==> config.mk <==
export PLATFORM = sky130hd
export DESIGN_NAME = uart_tx_fifo_flat
export DESIGN_NICKNAME = d
export VERILOG_FILES = /design/src/rtl/uart_pkg.sv /design/src/rtl/uart_tx_fifo_if.sv /design/src/rtl/uart_fifo_mem.sv /design/src/rtl/uart_tx_fifo.sv /design/src/flat_wrapper.sv
export SDC_FILE = /design/constraint.sdc
export NUM_CORES = 1
export LEC_CHECK = 0
export CORE_UTILIZATION = 65
export CTS_BUF_LIST = sky130_fd_sc_hd__clkbuf_4 sky130_fd_sc_hd__clkbuf_8
export CTS_CLUSTER_SIZE = 8
export DETAILED_ROUTE_END_ITERATION = 6
export GPL_TIMING_DRIVEN = 0
export PLACE_DENSITY = 0.95
export SLEW_MARGIN = 40
export SYNTH_ARGS = -nofsm -noshare
export SYNTH_HDL_FRONTEND = slang
export SYNTH_SLANG_ARGS = --single-unit
==> constraint.sdc <==
create_clock -name sys_clk -period 4.6 [get_ports sys_clk]
set_input_delay 0.92 -clock sys_clk [delete_from_list [all_inputs] [get_ports sys_clk]]
set_output_delay 0.92 -clock sys_clk [all_outputs]
set_load 0.05 [all_outputs]
==> src/rtl/uart_pkg.sv <==
// Shared definitions for the UART transmit FIFO slice.
//   drain_state_e : drain FSM states (IDLE, LOAD, WAIT_ACK)
//   BYTE_W_DEF    : default data byte width
//   DEPTH_DEF     : default FIFO depth (power of two, >= 2)
//   clog2()       : pointer width for a given depth
package uart_pkg;

    localparam int BYTE_W_DEF = 8;
    localparam int DEPTH_DEF  = 16;

    typedef enum logic [1:0] {
        IDLE     = 2'd0,
        LOAD     = 2'd1,
        WAIT_ACK = 2'd2
    } drain_state_e;

    function automatic int clog2(input int value);
        int r;
        r = 0;
        while ((1 << r) < value) begin
            r = r + 1;
        end
        return r;
    endfunction

endpackage

==> src/rtl/uart_tx_fifo_if.sv <==
// Bundle of the producer-side and transmitter-side signals of uart_tx_fifo.
//   master : environment (producer + 8N1 transmitter)
//   slave  : the FIFO itself
// Signals: flush, wr_en, wr_data, full, empty, count, ovf,
//          tx_load, tx_data, load_ok.
interface uart_tx_fifo_if
    import uart_pkg::*;
#(
    parameter int BYTE_W = BYTE_W_DEF,
    parameter int DEPTH  = DEPTH_DEF
) ();

    localparam int CW = clog2(DEPTH) + 1;

    logic              flush;
    logic              wr_en;
    logic [BYTE_W-1:0] wr_data;
    logic              full;
    logic              empty;
    logic [CW-1:0]     count;
    logic              ovf;
    logic              tx_load;
    logic [BYTE_W-1:0] tx_data;
    logic              load_ok;

    modport master (
        output flush, wr_en, wr_data, load_ok,
        input  full, empty, count, ovf, tx_load, tx_data
    );

    modport slave (
        input  flush, wr_en, wr_data, load_ok,
        output full, empty, count, ovf, tx_load, tx_data
    );

endinterface

==> src/rtl/uart_fifo_mem.sv <==
// Simple dual-port register array: synchronous write, asynchronous read.
// Contents are deliberately not reset.
//   clk   : write clock
//   we    : write enable
//   waddr : write address
//   wdata : write data
//   raddr : read address
//   rdata : read data (combinational from raddr)
module uart_fifo_mem
    import uart_pkg::*;
#(
    parameter int BYTE_W = BYTE_W_DEF,
    parameter int DEPTH  = DEPTH_DEF
) (
    input  logic                     clk,
    input  logic                     we,
    input  logic [clog2(DEPTH)-1:0]  waddr,
    input  logic [BYTE_W-1:0]        wdata,
    input  logic [clog2(DEPTH)-1:0]  raddr,
    output logic [BYTE_W-1:0]        rdata
);

    logic [BYTE_W-1:0] mem [DEPTH];

    always_ff @(posedge clk) begin
        if (we) begin
            mem[waddr] <= wdata;
        end
    end

    assign rdata = mem[raddr];

endmodule

==> src/rtl/uart_tx_fifo.sv <==
// Byte FIFO feeding an 8N1 transmitter. The producer writes one byte per
// cycle; a drain FSM pops a byte whenever the transmitter reports idle and
// presents it with a single-cycle registered load strobe.
//   sys_clk : clock, all state on the rising edge
//   rst_n   : asynchronous active-low reset
//   bus     : uart_tx_fifo_if.slave (flush, write port, status, tx handshake)
// DEPTH must be a power of two and at least 2; the interface instance must
// carry the same BYTE_W/DEPTH as this module.
//
// state    | meaning
// ---------+-----------------------------------------------------------
// IDLE     | waiting for a queued byte and load_ok = 1
// LOAD     | tx_load high for exactly this cycle, byte on tx_data
// WAIT_ACK | waiting for load_ok = 0 (transmitter took the byte)
module uart_tx_fifo
    import uart_pkg::*;
#(
    parameter int BYTE_W = BYTE_W_DEF,
    parameter int DEPTH  = DEPTH_DEF
) (
    input  logic           sys_clk,
    input  logic           rst_n,
    uart_tx_fifo_if.slave  bus
);

    localparam int AW = clog2(DEPTH);
    localparam int CW = AW + 1;

    drain_state_e      state_q, state_d;
    logic [AW-1:0]     rd_ptr_q, wr_ptr_q;
    logic [CW-1:0]     count_q, count_d;
    logic              ovf_q;
    logic              tx_load_q, load_d;
    logic [BYTE_W-1:0] tx_data_q, rd_data;
    logic              full, empty;
    logic              pop, push, drop;

    assign full  = (count_q == CW'(DEPTH));
    assign empty = (count_q == '0);

    // A write into a full FIFO still lands when the same edge pops, since
    // the slot being vacated is the one wr_ptr points at.
    assign push    = bus.wr_en && !bus.flush && (!full || pop);
    assign drop    = bus.wr_en && !bus.flush && full && !pop;
    assign count_d = count_q + CW'(push) - CW'(pop);

    uart_fifo_mem #(
        .BYTE_W (BYTE_W),
        .DEPTH  (DEPTH)
    ) u_mem (
        .clk   (sys_clk),
        .we    (push),
        .waddr (wr_ptr_q),
        .wdata (bus.wr_data),
        .raddr (rd_ptr_q),
        .rdata (rd_data)
    );

    always_comb begin
        state_d = state_q;
        load_d  = 1'b0;
        pop     = 1'b0;
        unique case (state_q)
            IDLE: begin
                if (!empty && bus.load_ok) begin
                    pop     = 1'b1;
                    load_d  = 1'b1;
                    state_d = LOAD;
                end
            end
            LOAD: begin
                state_d = WAIT_ACK;
            end
            WAIT_ACK: begin
                if (!bus.load_ok) begin
                    state_d = IDLE;
                end
            end
            default: begin
                state_d = IDLE;
            end
        endcase
        if (bus.flush) begin
            state_d = IDLE;
            load_d  = 1'b0;
            pop     = 1'b0;
        end
    end

    always_ff @(posedge sys_clk or negedge rst_n) begin
        if (!rst_n) begin
            state_q   <= IDLE;
            tx_load_q <= 1'b0;
            tx_data_q <= '0;
            rd_ptr_q  <= '0;
            wr_ptr_q  <= '0;
            count_q   <= '0;
            ovf_q     <= 1'b0;
        end else begin
            state_q   <= state_d;
            tx_load_q <= load_d;
            // tx_data is left alone by flush: a byte already presented stays.
            if (pop) begin
                tx_data_q <= rd_data;
            end
            if (bus.flush) begin
                rd_ptr_q <= '0;
                wr_ptr_q <= '0;
                count_q  <= '0;
                ovf_q    <= 1'b0;
            end else begin
                if (push) begin
                    wr_ptr_q <= wr_ptr_q + AW'(1);
                end
                if (pop) begin
                    rd_ptr_q <= rd_ptr_q + AW'(1);
                end
                count_q <= count_d;
                if (drop) begin
                    ovf_q <= 1'b1;
                end
            end
        end
    end

    assign bus.full    = full;
    assign bus.empty   = empty;
    assign bus.count   = count_q;
    assign bus.ovf     = ovf_q;
    assign bus.tx_load = tx_load_q;
    assign bus.tx_data = tx_data_q;

endmodule

==> src/flat_wrapper.sv <==
// flat-port wrapper written by rule: the top's interface ports become plain ports
module uart_tx_fifo_flat import uart_pkg::*;
#(
    parameter int BYTE_W = BYTE_W_DEF,
    parameter int DEPTH  = DEPTH_DEF
)
  (sys_clk, rst_n, bus_flush, bus_wr_en, bus_wr_data, bus_load_ok, bus_full, bus_empty, bus_count, bus_ovf, bus_tx_load, bus_tx_data);
  uart_tx_fifo_if #(.BYTE_W(BYTE_W), .DEPTH(DEPTH)) bus_i ();
  input  logic sys_clk;
  input  logic rst_n;
  input wire logic [$bits(bus_i.flush)-1:0] bus_flush;
  input wire logic [$bits(bus_i.wr_en)-1:0] bus_wr_en;
  input wire logic [$bits(bus_i.wr_data)-1:0] bus_wr_data;
  input wire logic [$bits(bus_i.load_ok)-1:0] bus_load_ok;
  output wire logic [$bits(bus_i.full)-1:0] bus_full;
  output wire logic [$bits(bus_i.empty)-1:0] bus_empty;
  output wire logic [$bits(bus_i.count)-1:0] bus_count;
  output wire logic [$bits(bus_i.ovf)-1:0] bus_ovf;
  output wire logic [$bits(bus_i.tx_load)-1:0] bus_tx_load;
  output wire logic [$bits(bus_i.tx_data)-1:0] bus_tx_data;
  assign bus_i.flush = bus_flush;
  assign bus_i.wr_en = bus_wr_en;
  assign bus_i.wr_data = bus_wr_data;
  assign bus_i.load_ok = bus_load_ok;
  assign bus_full = bus_i.full;
  assign bus_empty = bus_i.empty;
  assign bus_count = bus_i.count;
  assign bus_ovf = bus_i.ovf;
  assign bus_tx_load = bus_i.tx_load;
  assign bus_tx_data = bus_i.tx_data;
  uart_tx_fifo #(.BYTE_W(BYTE_W), .DEPTH(DEPTH)) u_core (.sys_clk(sys_clk), .rst_n(rst_n), .bus(bus_i));
endmodule
# [Word level (Yosys, flattened, before mapping)]
# Memories as Yosys holds them, arrays and structs flattened. A register that Yosys moved wholly into a read port is not among the register bits.
# Index checks and enable logic that the tools add are counted.
[totals] regBits=17 input_bits=13 ram_bits=128 output_inout_bits=17 memories=1 word_cells=49
[classes] n_addsub=4 muxes=16 eq_ne=5 n_reduce_logical=17
[memory_table] name="u_core.u_mem.mem" depth=16 width=8 read_ports=1 rd_clocked_by_memory_dff=1 wr=1 line_no="uart_fifo_mem.sv:23" rtl="logic [BYTE_W-1:0] mem [DEPTH];"
[op_table] cell="two-way mux 4 bit" n=4
[op_table] cell="adder 4 x 1 -> 4 bit, second input constant" n=2
[op_table] cell="two-way mux 1 bit" n=7
[op_table] cell="two-way mux 2 bit" n=3
[op_table] cell="case mux 2 bit (3 select lines)" n=1
[op_table] cell="nonzero test 2 bit" n=3
[op_table] cell="adder 5 x 1 -> 5 bit" n=1
[op_table] cell="== test 5 bit, second input constant" n=1
[op_table] cell="logical AND 1 bit" n=5
[op_table] cell="logical NOT 1 bit" n=5
[op_table] cell="logical NOT 5 bit" n=1
[op_table] cell="two-way mux 5 bit" n=1
[op_table] cell="subtractor 5 x 1 -> 5 bit" n=1
[op_table] cell="!= test 3 x 2 -> 1 bit, second input constant" n=1
[op_table] cell="!= test 3 bit, second input constant" n=1
[op_table] cell="== test 2 x 1 -> 1 bit, second input constant" n=1
[op_table] cell="== test 2 bit, second input constant" n=1
[op_table] cell="logical NOT 2 bit" n=1
[op_table] cell="AND reduction 2 bit" n=1
[op_table] cell="logical OR 1 bit" n=1

# [Logic depth before layout (Yosys ltp)]
# Gate-level depths: netlist of the first run.
[logic_depth] ltp_word=11 depth_mapped=15 depth_no_buf=13

# [Hierarchy]
# A second synthesis of the first run with hierarchy kept.
[unflattened] hier_cells=330 area_unflattened_um2=6246.0
[modules_own_cells] module="uart_fifo_mem" area_each_um2=4987.3 cells_per_inst=221 seq_area_each_um2=3843.7 n_inst=1
[modules_own_cells] module="uart_tx_fifo" area_each_um2=1258.7 cells_per_inst=109 seq_area_each_um2=625.6 n_inst=1

# [Worst setup path before layout of the first run]
# No wires, ideal clock.
[synth_path] kind="input to register" from="input bus_load_ok" to="register u_core.count_q[4], in the netlist u_core.bus.count[4]" arrival_time_ps=2829 setup_ps=138 cell_stages=12 slack_ps=1633 path_cell_list="nor3b_4 -> nand3b_1 -> buf_4 -> or2_2 -> nand2_1 -> ha_1 -> inv_1 -> fa_1 -> nor2b_1 -> o21bai_1 -> a21oi_1 -> nor3b_1"
[synth_between] elab_chain_len=9
[synth_rtl] item="start, declared" line_no="flat_wrapper.sv:14" rtl="input wire logic [$bits(bus_i.load_ok)-1:0] bus_load_ok;"
[synth_rtl] item="logical AND 1 bit (*)" line_no="uart_tx_fifo.sv:65" rtl="if (!empty && bus.load_ok) begin"
[synth_rtl] item="two-way mux 1 bit (*)" line_no="uart_tx_fifo.sv:65"
[synth_rtl] item="two-way mux 1 bit (*)" line_no="uart_tx_fifo.sv:63" rtl="unique case (state_q)"
[synth_rtl] item="two-way mux 1 bit (*)" line_no="uart_tx_fifo.sv:83" rtl="if (bus.flush) begin"
[synth_rtl] item="logical OR 1 bit" line_no="uart_tx_fifo.sv:43" rtl="assign push = bus.wr_en && !bus.flush && (!full || pop);"
[synth_rtl] item="logical AND 1 bit" line_no="uart_tx_fifo.sv:43"
[synth_rtl] item="adder 5 x 1 -> 5 bit" line_no="uart_tx_fifo.sv:45" rtl="assign count_d = count_q + CW'(push) - CW'(pop);"
[synth_rtl] item="subtractor 5 x 1 -> 5 bit (*)" line_no="uart_tx_fifo.sv:45"
[synth_rtl] item="two-way mux 5 bit (*)" line_no="uart_tx_fifo.sv:106" rtl="if (bus.flush) begin"
[synth_rtl] item="end signal, assigned" line_no="uart_tx_fifo.sv:118" rtl="count_q <= count_d;"
[synth_rtl] item="end, declared" line_no="uart_tx_fifo.sv:31" rtl="logic [CW-1:0] count_q, count_d;"
# Every way passes the cells marked *; elsewhere a longest branch is shown, timed or not.
# A chain may end at the register's enable or synchronous reset.

# [Final worst setup path of the first run]
[layout_path] from="register u_core.count_q[2], in the netlist u_core.bus.count[2]" to="output bus_empty"
[layout_between] elab_chain_len=1
[layout_rtl] item="logical NOT 5 bit" line_no="uart_tx_fifo.sv:39" rtl="assign empty = (count_q == '0);"
[layout_rtl] item="end, declared" line_no="flat_wrapper.sv:16" rtl="output wire logic [$bits(bus_i.empty)-1:0] bus_empty;"
# No other way between the ends.

==> flow_summary_export.csv, run 1 <==
group,metric,value,unit
setup_path,critPathMaxStageDelay,0.79,ns
yosys,synth_fp_nets,355,
floorplanning,die_w,100,µm
setup_path,criticalPathCategory,"reg -> out",
setup_path,cp_data_arrival_time,2.56,ns
yosys,ys_types,42,
yosys,ys_async_sr_fraction,16.3,%
final_layout,fin_nets,403,
floorplanning,initial_core_util,67.4,%
final_layout,n_antenna_cell,0,
setup_path,required,3.68,ns
routing,via_per_inst,6.40,
clock_tree,cts_buffer_depth,2,
routing,finalWirelength,13000,µm
timing,tightest_slew,0.701,ns
pwr,ir_drop,0.238,mV
placed_design,port_buffers,29,
global_route,grt_overflow,0,
yosys,synth_area,6260,µm²
final_layout,n_fill_cell,478,
clock_tree,cts_hold_buf,0,
yosys,yosysSeqAreaShare,71.4,%
placed_design,place_inst,489,
placed_design,dpl.hpwl,8580,µm
clock_tree,cts_setup_buffers,0,
setup_path,cp_cell_sequence,"inv_1 -> ha_1 -> or4b_1 -> buf_2 -> inv_1 -> clkdlybuf4s50_1",
yosys,synth_common_cells,"edfxtp_1, mux4_2, dfrtp_1",
final_layout,final_area,7160,µm²
clock_tree,cts_tree,"done",
routing,drt_pre_antenna_iters,7,
yosys,yosysTopAreaCellShare,61.4,%
routing,wl_per_cell,24.9,µm
timing,timing.final.ws_setup,1.12,ns
flow_run,drv_cap,0,
clock_tree,htreeDepth,4,
placed_design,place_area,6710,µm²
global_route,grt_max_degree,26,
timing,tns,0,ns
timing,rsz0062_at_grt,"no",
yosys,syn_inst,331,
floorplanning,rows,35,
timing,finalCriticalPeriod,3.48,ns
final_layout,syn2layout_area_growth,14.3,%
clock_tree,clkSinkCount,153,
outcome,status,"complete, no violations",
routing,postRouteAntennaNets,0,
routing,detail_route.iter0.violations,274,
worst_hold_path,hp-class,"in -> async",
global_route,grt_pass1_vias,3467,
yosys,yosysMostFrequentCell,"edfxtp_1",
final_layout,layoutNonFillerInstCount,521,
setup_path,crit_fanout,6,
clock_tree,numCtsBuffers,17,
pwr,powerDensity,524,nW/µm²
pwr,leakagePower,2.49,nW
clock_tree,path_clk_slew,0.09,ns
timing,hold_slack,0.451,ns
placed_design,detailedPlace.worstSlack,0.799,ns
timing,finalSetupViolCount,0,
final_layout,drive_gt1_share,21.2,%
yosys,yosysWarnings,0,
global_route,grt_pass1_wl,19700,µm
floorplanning,fp.dieH,100,µm
floorplanning,io_pins,30,
timing,clock.fmax,287,MHz
setup_path,path_common_cell,"inv_1",
clock_tree,cts_root_buf,"clkbuf_8",
setup_path,cp-start-kind,"flip-flop",
setup_path,end_kind,"primary output",
timing,maxSlewViolCount,0,
timing,period_share,75.8,%
timing,max_slew_margin,53.1,%
clock_tree,insertion_delay,0.45,ns
placed_design,routabilityCongestion,0.783,
yosys,synth_area_leaders,"edfxtp_1, mux4_2, dfrtp_1",
yosys,synth_flop_cell,"edfxtp_1",
timing,finalClockSkew,0.0168,ns
global_route,groute.usage.overall,28.5,%
yosys,synth_top_area_cell,"edfxtp_1",
yosys,ys_ff_latch,153,
yosys,avgSynthCellArea,18.9,µm²
clock_tree,cts_resized,0,
final_layout,multi_input_area,1620,µm²
floorplanning,die-area,10000,µm²
final_layout,seqCellArea,4470,µm²
routing,drc,0,
timing,hold_violations,0,
floorplanning,core_region_area,9280,µm²
global_route,antenna_found_initial,0,
yosys,synth_edf_count,128,
routing,vias,3337,
setup_path,crit_path_top_delay_cell,"clkdlybuf4s50_1",
## cells in the final DEF (no fill, tap or decap), types with 9 or more instances in the layout
cell	n
and2_1	12
ha_1	10
inv_1	12
clkbuf_8	17
nor2_1	11
mux2i_1	9
clkdlybuf4s50_1	28
a21o_1	9
dfrtp_1	25
mux4_2	30
edfxtp_1	128
## sequential cells by signal, indices dropped and copies added (netlist names)
| register | cells |
|---|---|
| u_core.bus.count | 5 |
| u_core.bus.ovf | 1 |
| u_core.bus.tx_data | 8 |
| u_core.bus.tx_load | 1 |
| u_core.rd_ptr_q | 4 |
| u_core.state_q | 2 |
| u_core.u_mem.mem | 128 |
| u_core.wr_ptr_q | 4 |
## area by class of cell
class / count / share of cell area (%)
buffer: 18 / 1.84
clock buffer: 17 / 3.27
clock inverter: 15 / 2.95
inverter: 12 / 0.629
multi-input combinational: 148 / 22.6
sequential: 153 / 62.4
tap: 129 / 2.25
timing repair buffer: 29 / 3.98
## where the power goes
group          internal, mW  leakage, nW  switching (mW)
Clock                 0.600        0.210           0.513
Combinational         0.389        0.798           0.604
Sequential             1.59         1.48          0.0600
## critical path: cells and delay by family, from the launching register on
kind	cells	cell delay [ns]
buffers and inverters	4	1.12
adders and majority gates	1	0.17
DFF	1	0.41
and+or+nand+nor	1	0.42
## worst paths after layout
path                                    endpoint  cells past startpoint                   from  slack, ns
min reg2reg                u_core.bus.tx_data[0]                      1  u_core.bus.tx_data[0]       0.49
max reg2reg                  u_core.bus.count[4]                     15    u_core.bus.count[2]       1.57
min in group sys_clk       u_core.bus.tx_data[0]                      1  u_core.bus.tx_data[0]       0.49
max in group asynchronous  u_core.bus.tx_data[4]                      1                  rst_n       3.76
max                                    bus_empty                      6    u_core.bus.count[2]       1.12
min                          u_core.bus.count[4]                      1                  rst_n       0.45
## routing by layer
layer	share of wire (%)	global-route usage [%]	vias up
met2	49	45.0	199
met5	0	0	-
li1	-	-	1408
met3	8.1	8.70	50
met1	38	36.1	1680
met4	4.1	15.1	0
## cell families after synthesis
group,count (synthesis),synth area share (%)
flops,153,71.4
xor+xnor,8,1.12
fa+ha+maj,11,2.32
simple gates,54,5.54
compound gates,34,3.76
mux,41,13.1
buf+inv,30,2.82
## per-stage QoR
stage,utilization (%),power (mW)
6_report,77.1,3.75
4_1_cts,77.0,3.76
2_1_floorplan,-,2.34
3_3_place_gp,72.3,2.60
3_5_place_dp,72.3,2.65
5_1_grt,77.1,3.89
Note: power is estimated with default switching activity, not from simulation.
==> run 2: changes to the inputs <==
--- a/config.mk
+++ b/config.mk
@@ -5,12 +5,12 @@
 export SDC_FILE = /design/constraint.sdc
 export NUM_CORES = 1
 export LEC_CHECK = 0
-export CORE_UTILIZATION = 65
+export CORE_UTILIZATION = 62
 export CTS_BUF_LIST = sky130_fd_sc_hd__clkbuf_4 sky130_fd_sc_hd__clkbuf_8
 export CTS_CLUSTER_SIZE = 8
 export DETAILED_ROUTE_END_ITERATION = 6
 export GPL_TIMING_DRIVEN = 0
-export PLACE_DENSITY = 0.95
+export PLACE_DENSITY = 0.92
 export SLEW_MARGIN = 40
 export SYNTH_ARGS = -nofsm -noshare
 export SYNTH_HDL_FRONTEND = slang
==> constraint.sdc (replaced) <==
create_clock -name sys_clk -period 3.5 [get_ports sys_clk]
set_input_delay 0.7 -clock sys_clk [delete_from_list [all_inputs] [get_ports sys_clk]]
set_output_delay 0.7 -clock sys_clk [all_outputs]
set_load 0.05 [all_outputs]
==> run 2 against run 1 <==
Compared with the run above: clock power is 13% higher; via count is 3.2% lower; largest cell class unchanged; critical endpoint unchanged; wire length is 7.5% lower; non-clock buffer count stayed put; clock skew hardly changed; core utilization is 4.6 points lower; combinational power is 28% higher; design area is 1.0% lower; sequential power is 31% higher; critical path depth stayed put.
==> flow_summary_export.csv, run 2 (synthesis gave the netlist of run 1 again) <==
group,metric,value,unit
timing,clock.fmax,304,MHz
floorplanning,fp.dieH,102,µm
routing,finalWirelength,12000,µm
clock_tree,numCtsBuffers,17,
routing,met2WireLength,6320,µm
placed_design,port_buffers,29,
floorplanning,initial_core_util,64.1,%
pwr,ir_drop,0.506,mV
final_layout,final_util,72.5,%
final_layout,final_area,7080,µm²
routing,wl_per_cell,22.9,µm
timing,finalClockSkew,0.0168,ns
placed_design,routabilityCongestion,0.809,
pwr,powerDensity,661,nW/µm²
final_layout,largest-register,"u_core.u_mem.mem",
clock_tree,htreeDepth,4,
final_layout,layoutNonFillerInstCount,524,
final_layout,drive_gt1_share,20.7,%
timing,maxSlewViolCount,0,
timing,finalCriticalPeriod,3.29,ns
setup_path,cp_data_arrival_time,2.59,ns
routing,via_per_inst,6.16,
flow_run,drv_cap,0,
routing,detail_route.iter0.violations,185,
placed_design,place_inst,493,
final_layout,n_fill_cell,552,
timing,finalSetupViolCount,0,
final_layout,largest_reg_flops,128,
routing,wl_met1,4540,µm
pwr,p_clk_share,26.8,%
final_layout,layout_common_cells,"edfxtp_1, mux4_2, clkdlybuf4s50_1, dfrtp_1, clkbuf_8",
setup_path,criticalPathCategory,"reg -> out",
clock_tree,cts_hold_buf,0,
clock_tree,path_clk_slew,0.09,ns
pwr,seqPwrFrac,46.2,%
timing,rsz0062_at_grt,"no",
global_route,antenna_found_initial,0,
final_layout,fin_nets,403,
floorplanning,core_region_area,9770,µm²
final_layout,n_antenna_cell,0,
global_route,grt_pass1_wl,17900,µm
clock_tree,cts_root_buf,"clkbuf_8",
routing,vias,3229,
clock_tree,cts_setup_buffers,0,
worst_hold_path,hp-class,"in -> async",
placed_design,place_area,6710,µm²
global_route,groute.usage.overall,25.1,%
outcome,status,"complete, no violations",
routing,postRouteAntennaNets,0,
setup_path,required,2.80,ns
clock_tree,cts_tree,"done",
setup_path,r2r_end,"u_core.bus.count[4]",
pwr,leakagePower,2.46,nW
routing,drt_pre_antenna_iters,5,
routing,drc,0,
floorplanning,rows,36,
setup_path,end_kind,"primary output",
floorplanning,die_w,102,µm
setup_path,r2r-start,"u_core.bus.count[3]",
pwr,internal_power,3.17,mW
global_route,grt_overflow,0,
floorplanning,die-area,10500,µm²
clock_tree,cts_buffer_depth,2,
placed_design,dpl.hpwl,7970,µm
final_layout,syn2layout_area_growth,13.1,%
floorplanning,io_pins,30,
setup_path,rrSetupSlack,0.47,ns
timing,hold_violations,0,
pwr,comb_power_share,27.0,%
pwr,power.total,4.68,mW
timing,period_share,94.0,%
clock_tree,insertion_delay,0.44,ns
timing,tightest_slew,0.611,ns
routing,wl_met3,815,µm
final_layout,final_common_cell,"edfxtp_1",
setup_path,crit_fanout,6,
pwr,swShare,32.4,%
setup_path,reg2reg_depth,15,
clock_tree,cts_resized,0,
clock_tree,clkSinkCount,153,
global_route,grt_pass1_vias,3383,
pwr,switchingPower,1.52,mW
global_route,grt_max_degree,26,
routing,maxUsedRoutingLayer,"met4",
timing,max_slew_margin,59.2,%
setup_path,cp-start-kind,"flip-flop",
[run 2: changes by cell type in the layout (fill, tap and decap cells not counted), sizes merged]
cell	before	now
bufinv	4	1
clkinv	2	4
clkinvlp	4	3
inv	17	18
[run 2: cell type report]
| cell class | count | area [µm²] | share of cell area, % |
|---|---|---|---|
| flip-flops and latches | 153 | 4470 | 63.1 |
| plain buffers | 18 | 131 | 1.85 |
| repair buffers | 29 | 285 | 4.03 |
| multi-input cells | 148 | 1620 | 22.8 |
| inverters | 12 | 45.0 | 0.636 |
| well taps | 133 | 166 | 2.35 |
| clock buffers | 17 | 234 | 3.30 |
| clock inverters | 14 | 138 | 1.94 |
[run 2: how the worst max path moves through the flow]
stage	startpoint	end	slack, ns	cells past startpoint
2_1_floorplan	u_core.bus.count[2]	u_core.bus.count[4]	0.54	15
3_3_place_gp	bus_load_ok	u_core.bus.count[4]	0.06	13
3_5_place_dp	bus_load_ok	u_core.bus.count[4]	-0.01	13
4_1_cts	u_core.bus.count[3]	bus_empty	0.18	6
5_1_grt	u_core.bus.count[3]	bus_empty	0.1	6
6_report	u_core.bus.count[3]	bus_empty	0.21	6
[run 2: worst max-delay path, cell delays in order, from the launching register on]
cell	delay, ns
dfrtp_1	0.41
inv_1	0.09
ha_1	0.17
or4b_1	0.46
buf_2	0.18
inv_1	0.05
clkdlybuf4s50_1	0.78
[run 2: metal layers]
layer / GRT usage [%] / vias up
met4: 10.3 / 0
met2: 42.9 / 149
met1: 30.2 / 1650
met5: 0 / -
met3: 6.98 / 29
li1: - / 1401
[run 2: power by group through the flow]
stage | Combinational [mW] | Clock, mW | Sequential [mW]
floorplan | 0.653 | 0 | 2.43
global placement | 1.22 | 0 | 2.19
detailed placement | 1.27 | 0 | 2.20
CTS | 1.27 | 1.27 | 2.16
global route | 1.35 | 1.34 | 2.17
finish | 1.27 | 1.25 | 2.16
[run 2: metrics by stage]
stage	setup slack (ns)	hold WS, ns	TNS (ns)
4_1_cts	0.178	0.257	0
3_5_place_dp	-0.0128	0.467	-0.0128
5_1_grt	0.0966	0.284	0
2_1_floorplan	0.538	0.404	0
6_report	0.211	0.261	0
3_3_place_gp	0.0630	0.463	0
==> run 3: changes to the inputs <==
--- a/config.mk
+++ b/config.mk
@@ -5,12 +5,12 @@
 export SDC_FILE = /design/constraint.sdc
 export NUM_CORES = 1
 export LEC_CHECK = 0
-export CORE_UTILIZATION = 62
+export CORE_UTILIZATION = 40
 export CTS_BUF_LIST = sky130_fd_sc_hd__clkbuf_4 sky130_fd_sc_hd__clkbuf_8
 export CTS_CLUSTER_SIZE = 8
 export DETAILED_ROUTE_END_ITERATION = 6
 export GPL_TIMING_DRIVEN = 0
-export PLACE_DENSITY = 0.92
+export PLACE_DENSITY = 0.67
 export SLEW_MARGIN = 40
 export SYNTH_ARGS = -nofsm -noshare
 export SYNTH_HDL_FRONTEND = slang
==> run 3 against run 2 <==
Compared with the run above: wire length is 2.4% lower; global-route usage shrank 9.3 points; flip-flop and latch count is the same; largest power group unchanged; combinational power about the same; critical endpoint unchanged; hold slack got worse by 0.011 ns; total power increased by 5.2%; register-to-register slack gained 0.06 ns; core utilization is 25 points lower; critical path depth unchanged; sequential power about the same.
==> flow_summary_export.csv, run 3 (synthesis gave the netlist of run 1 again) <==
group,metric,value,unit
timing,period_share,92.2,%
pwr,powerDensity,678,nW/µm²
timing,rsz0062_at_grt,"no",
global_route,antenna_found_initial,0,
clock_tree,cts_setup_buffers,0,
routing,postRouteAntennaNets,0,
pwr,leakagePower,2.51,nW
clock_tree,insertion_delay,0.45,ns
setup_path,required,2.80,ns
final_layout,drive_gt1_share,20.9,%
global_route,grt_max_degree,26,
timing,finalSetupViolCount,0,
final_layout,final_common_cell,"edfxtp_1",
final_layout,fin_nets,403,
clock_tree,cts_resized,0,
routing,finalWirelength,11700,µm
floorplanning,rows,45,
timing,max_slew_margin,60.5,%
timing,hold_slack,0.250,ns
clock_tree,clkSinkCount,153,
timing,clock.fmax,310,MHz
clock_tree,numCtsBuffers,17,
clock_tree,cts_tree,"done",
outcome,status,"complete, no violations",
clock_tree,htreeDepth,4,
timing,finalClockSkew,0.0195,ns
clock_tree,cts_hold_buf,0,
clock_tree,cts_root_buf,"clkbuf_8",
setup_path,criticalPathCategory,"reg -> out",
timing,tightest_slew,0.592,ns
floorplanning,io_pins,30,
floorplanning,die-area,16200,µm²
timing,hold_violations,0,
floorplanning,initial_core_util,41.0,%
routing,via_per_inst,5.07,
routing,detail_route.iter0.violations,201,
routing,drc,0,
routing,drt_pre_antenna_iters,5,
worst_hold_path,hp-class,"in -> async",
timing,maxSlewViolCount,0,
placed_design,place_inst,571,
setup_path,crit_fanout,6,
final_layout,largest_reg_flops,128,
placed_design,routabilityCongestion,0.753,
global_route,groute.usage.overall,15.8,%
timing,tns,0,ns
routing,vias,3057,
final_layout,layoutNonFillerInstCount,603,
setup_path,end_kind,"primary output",
final_layout,syn2layout_area_growth,16.1,%
placed_design,dpl.hpwl,7760,µm
flow_run,drv_cap,0,
placed_design,port_buffers,29,
final_layout,largest-register,"u_core.u_mem.mem",
floorplanning,core_region_area,15300,µm²
timing,finalCriticalPeriod,3.23,ns
global_route,grt_pass1_wl,18200,µm
floorplanning,fp.dieH,127,µm
clock_tree,cts_buffer_depth,2,
floorplanning,die_w,127,µm
pwr,ir_drop,0.400,mV
final_layout,layout_common_cells,"edfxtp_1, mux4_2, clkdlybuf4s50_1, dfrtp_1, clkbuf_8",
clock_tree,path_clk_slew,0.08,ns
global_route,grt_pass1_vias,3113,
global_route,grt_overflow,0,
setup_path,cp_data_arrival_time,2.53,ns
routing,wl_per_cell,19.5,µm
final_layout,n_antenna_cell,0,
setup_path,cp-start-kind,"flip-flop",
## run 3: power by group
group          internal [mW]  switching, mW  leakage, nW
Combinational          0.506          0.739        0.797
Clock                  0.883          0.642        0.234
Sequential              2.08         0.0744         1.48
## run 3: layout make-up
cell class              instances  area [µm²]
plain buffers                  18         131
flip-flops and latches        153        4470
multi-input cells             148        1620
well taps                     211         264
fillers                      1307        7990
clock inverters                12         195
clock buffers                  20         263
inverters                      12        45.0
repair buffers                 29         285
## run 3: worst paths after layout
check,cells past startpoint,slack [ns],endpoint,start
max,6,0.27,bus_empty,u_core.bus.count[3]
min,1,0.25,u_core.bus.count[4],rst_n
max reg2reg,15,0.53,u_core.bus.count[4],u_core.bus.count[3]
min reg2reg,1,0.49,u_core.bus.tx_data[1],u_core.bus.tx_data[1]
max in group asynchronous,1,2.86,u_core.bus.ovf,rst_n
min in group sys_clk,1,0.49,u_core.bus.tx_data[1],u_core.bus.tx_data[1]
## run 3: layer usage
layer	global-route usage (%)	wire length, µm	vias up
met3	4.56	700	10
li1	-	-	1408
met2	24.5	5720	74
met5	0	0	-
met1	21.3	5190	1565
met4	5.32	124	0
## run 3: stage by stage
step	area, µm²	utilization [%]	setup slack [ns]	total power [mW]
after floorplan	6260	-	0.538	3.08
after global placement	6820	44.7	0.00584	3.44
final	7270	47.6	0.274	4.93
after global routing	7270	47.6	0.112	5.14
after detailed placement	6810	44.6	-0.0278	3.46
after CTS	7270	47.6	0.228	4.98
## run 3: worst max-delay path, cell delays in order, from the launching register on
cell and delay (ns):
dfrtp_1 0.40, inv_1 0.09, ha_1 0.16, or4b_1 0.42, buf_2 0.17, inv_1 0.05
clkdlybuf4s50_1 0.78
